--- src/rtl/sd_block_reader.sv ---
// SD card DAT-line block receiver.
// Watches the card clock (generated in the clk domain), samples DAT on each
// sdclk rising edge, assembles bytes, checks per-line CRC16 and the end bit,
// and walks through nblocks blocks. All outputs are registered or decoded
// from registered state, so nothing on sddat reaches an output in the same cycle.
module sd_block_reader #(
    parameter int BUS_WIDTH   = 1,
    parameter int BLOCK_BYTES = 512,
    parameter int DAT_TIMEOUT = 1000000,
    parameter int CRC_CHECK   = 1
) (
    input  logic                           clk,
    input  logic                           rst_n,
    input  logic                           sdclk,
    input  logic [3:0]                     sddat,
    input  logic                           start,
    input  logic [15:0]                    nblocks,
    input  logic                           abort,
    output logic                           busy,
    output logic                           done,
    output logic                           crc_err,
    output logic                           timeout,
    output logic                           blk_done,
    output logic [15:0]                    blk_idx,
    output logic                           outreq,
    output logic [$clog2(BLOCK_BYTES)-1:0] outaddr,
    output logic [7:0]                     outbyte
);

    localparam int AW    = $clog2(BLOCK_BYTES);
    localparam int SPB   = 8 / BUS_WIDTH;          // samples per byte
    localparam int LSPB  = $clog2(SPB);
    localparam int NSAMP = BLOCK_BYTES * SPB;      // data samples per block
    localparam int BCW   = $clog2(NSAMP);
    localparam int TW    = $clog2(DAT_TIMEOUT + 1);

    typedef enum logic [2:0] {
        IDLE, WAIT_START, DATA, CRC, ENDBIT, FINISH
    } state_e;

    state_e            state_q, state_d;
    logic              sdclk_q;
    logic [15:0]       nblk_q, nblk_d;
    logic [15:0]       blk_idx_q, blk_idx_d;
    logic [BCW-1:0]    bitcnt_q, bitcnt_d;
    logic [TW-1:0]     wait_q, wait_d;
    logic [7:0]        sh_q, sh_d;
    logic [3:0][15:0]  crc_q, crc_d;
    logic              crc_err_q, crc_err_d;
    logic              tmo_q, tmo_d;
    logic              blk_done_q, blk_done_d;
    logic              outreq_q, outreq_d;
    logic [AW-1:0]     outaddr_q, outaddr_d;
    logic [7:0]        outbyte_q, outbyte_d;

    logic              samp;
    logic [7:0]        sh_nx;
    logic [3:0][15:0]  crc_nx;
    logic              more_blocks;

    // One serial step of CRC16-CCITT (x^16 + x^12 + x^5 + 1).
    function automatic logic [15:0] crc_step(input logic [15:0] c, input logic b);
        logic fb;
        fb = c[15] ^ b;
        return {c[14:0], 1'b0} ^ (fb ? 16'h1021 : 16'h0000);
    endfunction

    assign samp        = ~sdclk_q & sdclk;
    assign sh_nx       = {sh_q[7-BUS_WIDTH:0], sddat[BUS_WIDTH-1:0]};
    assign more_blocks = ({1'b0, blk_idx_q} + 17'd1) < {1'b0, nblk_q};

    // Per-line CRC advance; unused lines are held at zero. Feeding the
    // received CRC through the same register leaves zero when it matches.
    always_comb begin
        for (int i = 0; i < 4; i++) begin
            crc_nx[i] = (i < BUS_WIDTH) ? crc_step(crc_q[i], sddat[i]) : 16'h0000;
        end
    end

    // Next-state and datapath decode.
    always_comb begin
        state_d    = state_q;
        nblk_d     = nblk_q;
        blk_idx_d  = blk_idx_q;
        bitcnt_d   = bitcnt_q;
        wait_d     = wait_q;
        sh_d       = sh_q;
        crc_d      = crc_q;
        crc_err_d  = crc_err_q;
        tmo_d      = tmo_q;
        blk_done_d = 1'b0;
        outreq_d   = 1'b0;
        outaddr_d  = '0;
        outbyte_d  = outbyte_q;

        case (state_q)
            IDLE: begin
                if (start) begin
                    nblk_d    = (nblocks == 16'd0) ? 16'd1 : nblocks;
                    crc_err_d = 1'b0;
                    tmo_d     = 1'b0;
                    blk_idx_d = '0;
                    wait_d    = '0;
                    state_d   = WAIT_START;
                end
            end
            WAIT_START: begin
                if (samp) begin
                    if (~|sddat[BUS_WIDTH-1:0]) begin
                        bitcnt_d = '0;
                        crc_d    = '0;
                        state_d  = DATA;
                    end else if (wait_q >= TW'(DAT_TIMEOUT)) begin
                        tmo_d   = 1'b1;
                        state_d = FINISH;
                    end else begin
                        wait_d = wait_q + TW'(1);
                    end
                end
            end
            DATA: begin
                if (samp) begin
                    sh_d     = sh_nx;
                    crc_d    = crc_nx;
                    bitcnt_d = bitcnt_q + BCW'(1);
                    if (&bitcnt_q[LSPB-1:0]) begin
                        outreq_d  = 1'b1;
                        outaddr_d = bitcnt_q[BCW-1:LSPB];
                        outbyte_d = sh_nx;
                    end
                    if (bitcnt_q == BCW'(NSAMP - 1)) begin
                        bitcnt_d = '0;
                        state_d  = CRC;
                    end
                end
            end
            CRC: begin
                if (samp) begin
                    crc_d    = crc_nx;
                    bitcnt_d = bitcnt_q + BCW'(1);
                    if (bitcnt_q == BCW'(15)) begin
                        state_d = ENDBIT;
                        if ((CRC_CHECK != 0) && (|crc_nx)) crc_err_d = 1'b1;
                    end
                end
            end
            ENDBIT: begin
                if (samp) begin
                    if (~&sddat[BUS_WIDTH-1:0]) crc_err_d = 1'b1;
                    blk_done_d = 1'b1;
                    if (more_blocks) begin
                        blk_idx_d = blk_idx_q + 16'd1;
                        wait_d    = '0;
                        state_d   = WAIT_START;
                    end else begin
                        state_d = FINISH;
                    end
                end
            end
            FINISH:  state_d = IDLE;
            default: state_d = IDLE;
        endcase

        // Abort beats everything else, including a byte completing this cycle.
        if (abort && (state_q != IDLE)) begin
            state_d    = IDLE;
            outreq_d   = 1'b0;
            outaddr_d  = '0;
            blk_done_d = 1'b0;
        end
    end

    // State and datapath registers.
    always_ff @(posedge clk or negedge rst_n) begin
        if (!rst_n) begin
            state_q    <= IDLE;
            sdclk_q    <= 1'b0;
            nblk_q     <= '0;
            blk_idx_q  <= '0;
            bitcnt_q   <= '0;
            wait_q     <= '0;
            sh_q       <= '0;
            crc_q      <= '0;
            crc_err_q  <= 1'b0;
            tmo_q      <= 1'b0;
            blk_done_q <= 1'b0;
            outreq_q   <= 1'b0;
            outaddr_q  <= '0;
            outbyte_q  <= '0;
        end else begin
            state_q    <= state_d;
            sdclk_q    <= sdclk;
            nblk_q     <= nblk_d;
            blk_idx_q  <= blk_idx_d;
            bitcnt_q   <= bitcnt_d;
            wait_q     <= wait_d;
            sh_q       <= sh_d;
            crc_q      <= crc_d;
            crc_err_q  <= crc_err_d;
            tmo_q      <= tmo_d;
            blk_done_q <= blk_done_d;
            outreq_q   <= outreq_d;
            outaddr_q  <= outaddr_d;
            outbyte_q  <= outbyte_d;
        end
    end

    assign busy     = (state_q != IDLE) && (state_q != FINISH);
    assign done     = (state_q == FINISH);
    assign crc_err  = crc_err_q;
    assign timeout  = tmo_q;
    assign blk_done = blk_done_q;
    assign blk_idx  = blk_idx_q;
    assign outreq   = outreq_q;
    assign outaddr  = outaddr_q;
    assign outbyte  = outbyte_q;

endmodule

--- config.mk ---
export PLATFORM = sky130hd
export DESIGN_NAME = sd_block_reader
export DESIGN_NICKNAME = d
export VERILOG_FILES = /design/src/rtl/sd_block_reader.sv
export SDC_FILE = /design/constraint.sdc
export NUM_CORES = 1
export LEC_CHECK = 0
export CAP_MARGIN = 10
export CORE_MARGIN = 3
export CORE_UTILIZATION = 57
export CTS_CLUSTER_SIZE = 20
export DETAILED_ROUTE_END_ITERATION = 10
export GPL_TIMING_DRIVEN = 1
export PLACE_DENSITY = 0.87
export SLEW_MARGIN = 0
export SYNTH_ARGS = -nofsm -noshare
export SYNTH_HDL_FRONTEND = slang
export SYNTH_SLANG_ARGS = --single-unit
export TNS_END_PERCENT = 30
--- constraint.sdc ---
create_clock -name clk -period 3.8 [get_ports clk]
set_input_delay 0.76 -clock clk [delete_from_list [all_inputs] [get_ports clk]]
set_output_delay 0.76 -clock clk [all_outputs]
set_load 0.02 [all_outputs]
Word level (Yosys, flattened, before mapping)
Cells that the tools add are included.
{"block": "classes", "n_addsub": 4, "n_lt_le_gt_ge": 2, "eq_ne": 30, "muxes": 57, "n_bitwise": 4, "reduce_logical": 24}
{"op": "2-to-1 mux 20 bit", "n": 6}
{"op": "2-to-1 mux 16 bit", "n": 7}
{"op": "case mux 16 bit (2 select lines)", "n": 2}
{"op": "2-to-1 mux 12 bit", "n": 5}
{"op": "case mux 20 bit (3 select lines)", "n": 1}
{"op": "2-to-1 mux 9 bit", "n": 4}
{"op": "case mux 12 bit (3 select lines)", "n": 1}
{"op": "2-to-1 mux 3 bit", "n": 11}
{"op": "inequality test 2 bit, second input constant", "n": 13}
{"op": "inequality test 3 bit, second input constant", "n": 8}
{"op": "adder 20 x 1 -> 20 bit, second input constant", "n": 1}
{"op": ">= comparator 20 bit, second input constant", "n": 1}
{"op": "adder 16 x 1 -> 17 bit, second input constant", "n": 1}
{"op": "less-than comparator 17 x 16 -> 1 bit", "n": 1}
{"op": "adder 16 x 1 -> 16 bit, second input constant", "n": 1}
{"op": "zero test 16 bit", "n": 1}
{"op": "2-to-1 mux 1 bit", "n": 16}
{"op": "OR reduction 16 bit", "n": 1}
{"op": "bitwise XOR 16 x 13 -> 16 bit", "n": 1}
{"op": "case mux 3 bit (5 select lines)", "n": 1}
{"op": "AND reduction 5 bit", "n": 3}
{"op": "AND reduction 7 bit", "n": 2}
{"op": "2-to-1 mux 13 bit", "n": 1}
{"op": "adder 12 x 1 -> 12 bit, second input constant", "n": 1}
{"op": "21 further kinds", "n": 31}
{"block": "word_totals", "regBits": 112, "input_bits": 25, "out_inout_bits": 39, "wordCells": 135}

Depth between registers and ports, before layout
Gate-level depths: netlist (run 1).
{"block": "depth", "ltp_word": 8, "ltp_mapped": 16, "mapped_depth_nobuf": 13}

Least setup slack after synthesis (run 1)
OpenSTA, ideal clock, no wires.
{"block": "synth_path", "path_type": "register -> register", "startpoint": "register blk_idx_q[0] (netlist: blk_idx[0])", "endpoint": "register blk_idx_q[2] (netlist: blk_idx[2])", "setup_time_ns": 0.126, "arrival_ns": 3.275, "setup_slack_ns": 0.400, "stages_incl_launch_ff": 15, "n_path_buf": 1, "synth_period_minus_slack_ns": 3.400, "path_cell_list": "dfrtp_1 ha_1 nand4_1 or2_2 clkbuf_1 nor3_1 xnor2_1 ha_1 a21o_1 a221oi_1 o21a_1 a21oi_1 nor3_2 o21ai_2 a221o_1"}
{"block": "synth_via", "elab_chain_len": 4, "word_cells_on_any_way": 8}
{"element": "start, declared", "line_no": "44", "rtl": "logic [15:0] blk_idx_q, blk_idx_d;"}
{"element": "start signal, assigned", "line_no": "194", "rtl": "blk_idx_q <= blk_idx_d;"}
{"element": "adder 16 x 1 -> 17 bit or adder 16 x 1 -> 16 bit (tied branches)", "line_no": "70, 152"}
{"element": "less-than comparator 17 x 16 -> 1 bit or 2-to-1 mux 16 bit (tied branches)", "line_no": "70, 151"}
{"element": "inequality test 2 bit (no source line) or 2-to-1 mux 16 bit (tied branches)"}
{"element": "AND reduction 4 bit (no source line) or case mux 16 bit (2 select lines) (tied branches)"}
Several ways; a longest one is shown, not always the timed one. The select of a mux whose other input is x is not followed.
A chain may end at the register's enable or synchronous reset.

Final worst setup path (run 1)
{"block": "layout_path", "startpoint": "register blk_idx_q[0] (netlist: blk_idx[0])", "endpoint": "register blk_idx_q[6] (netlist: blk_idx[6])"}
Same word-level chain as after synthesis.

==> impl_metrics.tcl, run 1 <==
set metrics [dict create \
    status "completed" \
    ios 64 \
    antenna_cells 0 \
    reg2reg_depth 12 \
    critPathLaunch "blk_idx[0]" \
    ys.flop_type "dfrtp_1" \
    power_uw 3329 \
    synth.largest_area_cell "dfrtp_1" \
    rsz0062_at_grt "no" \
    htree_levels 3 \
    drt_iter0_markers 329 \
    yosysWarnings 0 \
    max_freq_mhz 284.0 \
    grt_first_pass_wirelength_um 22430 \
    design.core.area_um2 9910 \
    grt_max_degree 59 \
    avgSynthCellArea_um2 9.280 \
    fin_crit_sh 0.9267 \
    required_ns 4.08 \
    cts-resized-gates 0 \
    yosysSeqAreaShare 0.4771 \
    synth-seq-cells 112 \
    max-slew-margin-rel 0.4651 \
    synth.net_count 678 \
    worst-slew-pin-transition_ns 0.7993 \
    clk_pin_slew_ns 0.10 \
    place_area_um2 6585 \
    cts_made_buffers 9 \
    critPathMaxFanout 6 \
    finish.net_count 726 \
    syn_to_final_growth_pct 16.85 \
    postCtsSetupBuffers 0 \
    die_h_um 107.5 \
    synth_most_common_cell "dfrtp_1" \
    synth_area_um2 5874 \
    vias 4893 \
    async_reset_ff_frac 1.000 \
    routed_wl_um 13000 \
    grt_pass1_vias 4723 \
    grt_remaining_overflow 0 \
    finalMaxSlewViolations 0 \
    max-vdd-ir-drop_mv 0.2372 \
    die_area_um2 11560 \
    r2r_start "blk_idx[0]" \
    synth_top_area_share 0.4771 \
    drc_errors 0 \
    p_leak_uw 0.003100 \
    grt_usage 0.2413 \
    reg2reg_slack_ns 0.28 \
    insertion_delay_ns 0.39 \
    fin_crit_ns 3.522 \
    start_util 0.5928 \
    drive_above_1_share 0.08892 \
    skew_ns 0.01128 \
    cts_sinks 112 \
    hp-class "input pin to asynchronous set/reset pin" \
    instances_no_fill 819 \
    pwr_density_cell_nw_per_um2 485.0 \
    dp.cells 803 \
    timing.rr.end "blk_idx[6]" \
    fp-row-count 36 \
    synth_edf_count 0 \
    first_pass_iters 7 \
    arrival_ns 3.80 \
    endpoint "blk_idx[6]" \
    numPortBuffers 60 \
    antenna_found_initial 0 \
    setup_viol 0 \
    gp_congestion 0.8768 \
    final_area_um2 6864 \
    die_w_um 107.5 \
    holdBufCountCts 0 \
    synth_cell_types 57 \
    synthTopCellsByCount "112 x dfrtp_1, 86 x nand2_1, 51 x o21ai_0, 46 x nand3_1, 37 x inv_1" \
    cp-end-kind "flop" \
    synthCells 633 \
    antenna_left 0 \
    path_class "flop to flop" \
    place_hpwl_um 9084 \
    cap_viol_max_count 0 \
    cts_root_buffer "clkbuf_8" \
    vias_per_cell 5.974 \
    final_util 0.6927 \
    wl_per_cell_um 15.87 \
    synth_area_leaders "dfrtp_1 48%, nand2_1 5.5%, o21ai_0 4.3%, ha_1 4.3%, nand3_1 3.9%" \
    cts_buffer_depth 2 \
    fin_tns_setup_ns 0 \
    cts_tree "done" \
    hold_violations 0 \
    start_kind "flop" \
]
[critical path, stage by stage, from the launching register on]
cell      delay [ns]
dfrtp_2         0.44
nand3_1         0.20
nor3_1          0.47
nand3_1         0.16
xnor2_1         0.28
ha_1            0.30
and3_1          0.20
a221oi_1        0.27
o21a_1          0.17
a21oi_1         0.10
nor3_4          0.24
o21ai_2         0.17
a221o_1         0.40
[registers in the layout (all words and copies together), names as in the netlist]
name and count:
nblk_q 16, sh_q 7, bitcnt_q 12, outbyte 8
outaddr 9, crc_q 16, timeout 1, outreq 1
wait_q 20, sdclk_q 1, state_q 3, blk_idx 16
blk_done 1, crc_err 1
[cell type report]
class                           instances  area (um2)
Tap cell                              133       166.4
Multi-Input combinational cell        450        2786
Inverter                               37       138.9
Clock inverter                          6       137.6
Clock buffer                           10       137.6
Timing Repair Buffer                   71       693.2
Sequential cell                       112        2804
Fill cell                             753        3045
[kinds of logic after synthesis]
| family | share of synthesized area |
|---|---|
| simple gates | 0.2215 |
| compound gates | 0.1523 |
| flops | 0.4771 |
| buf+inv | 0.05090 |
| fa+ha+maj | 0.04260 |
| xor+xnor | 0.02535 |
| mux | 0.03024 |
[worst min-delay path by stage]
stage,endpoint,slack [ns],from,cells after the start
global placement,crc_q[15],0.47,crc_q[15],2
CTS,nblk_q[1],0.43,rst_n,1
detailed placement,crc_q[0],0.49,crc_q[0],2
global route,nblk_q[1],0.46,rst_n,1
finish,nblk_q[1],0.41,rst_n,1
floorplan,wait_q[18],0.45,wait_q[18],1
[layout by cell type (no fill, tap or decap), drive strengths merged, types with 4 or more instances in the layout]
cell type,count
dfrtp,112
nand2,86
o21ai,63
clkdlybuf4s50,59
nand3,46
inv,39
nor2,32
nor3,22
a31oi,20
ha,20
a21oi,18
and3,15
mux2,14
xnor2,12
buf,12
clkbuf,10
nor4,10
and2,9
nand2b,8
nor2b,7
a221o,7
nand4,6
xor2,5
a21o,5
o31ai,5
nor3b,5
or3,4
bufinv,4
[routing by layer]
layer,routed length (um),global-route usage,up-vias
li1,-,-,2326
met1,5403,0.3203,2363
met2,6558,0.4041,180
met3,739,0.02699,24
met4,296,0.09919,0
met5,0,0,-
[through the flow]
stage	hold slack (ns)	setup slack, ns
after floorplan	0.4530	0.3995
after global placement	0.4706	0.2548
after detailed placement	0.4898	0.1398
after CTS	0.4345	0.1128
after global routing	0.4577	0.04796
final	0.4086	0.2784
[report_power, final]
group | switching, uW | leakage (uW) | total [uW] | internal [uW]
clock network | 418 | 0.000137 | 945 | 527
logic | 599 | 0.00144 | 939 | 340
registers | 116 | 0.00152 | 1450 | 1330
No activity file was read; power rests on OpenSTA's default activity.
==> run 2: changes to the inputs <==
Settings changed: SKIP_CTS_REPAIR_TIMING from default to 1.
==> results of run 2 <==
The final DEF is identical to that of run 1; final timing and power are the same.
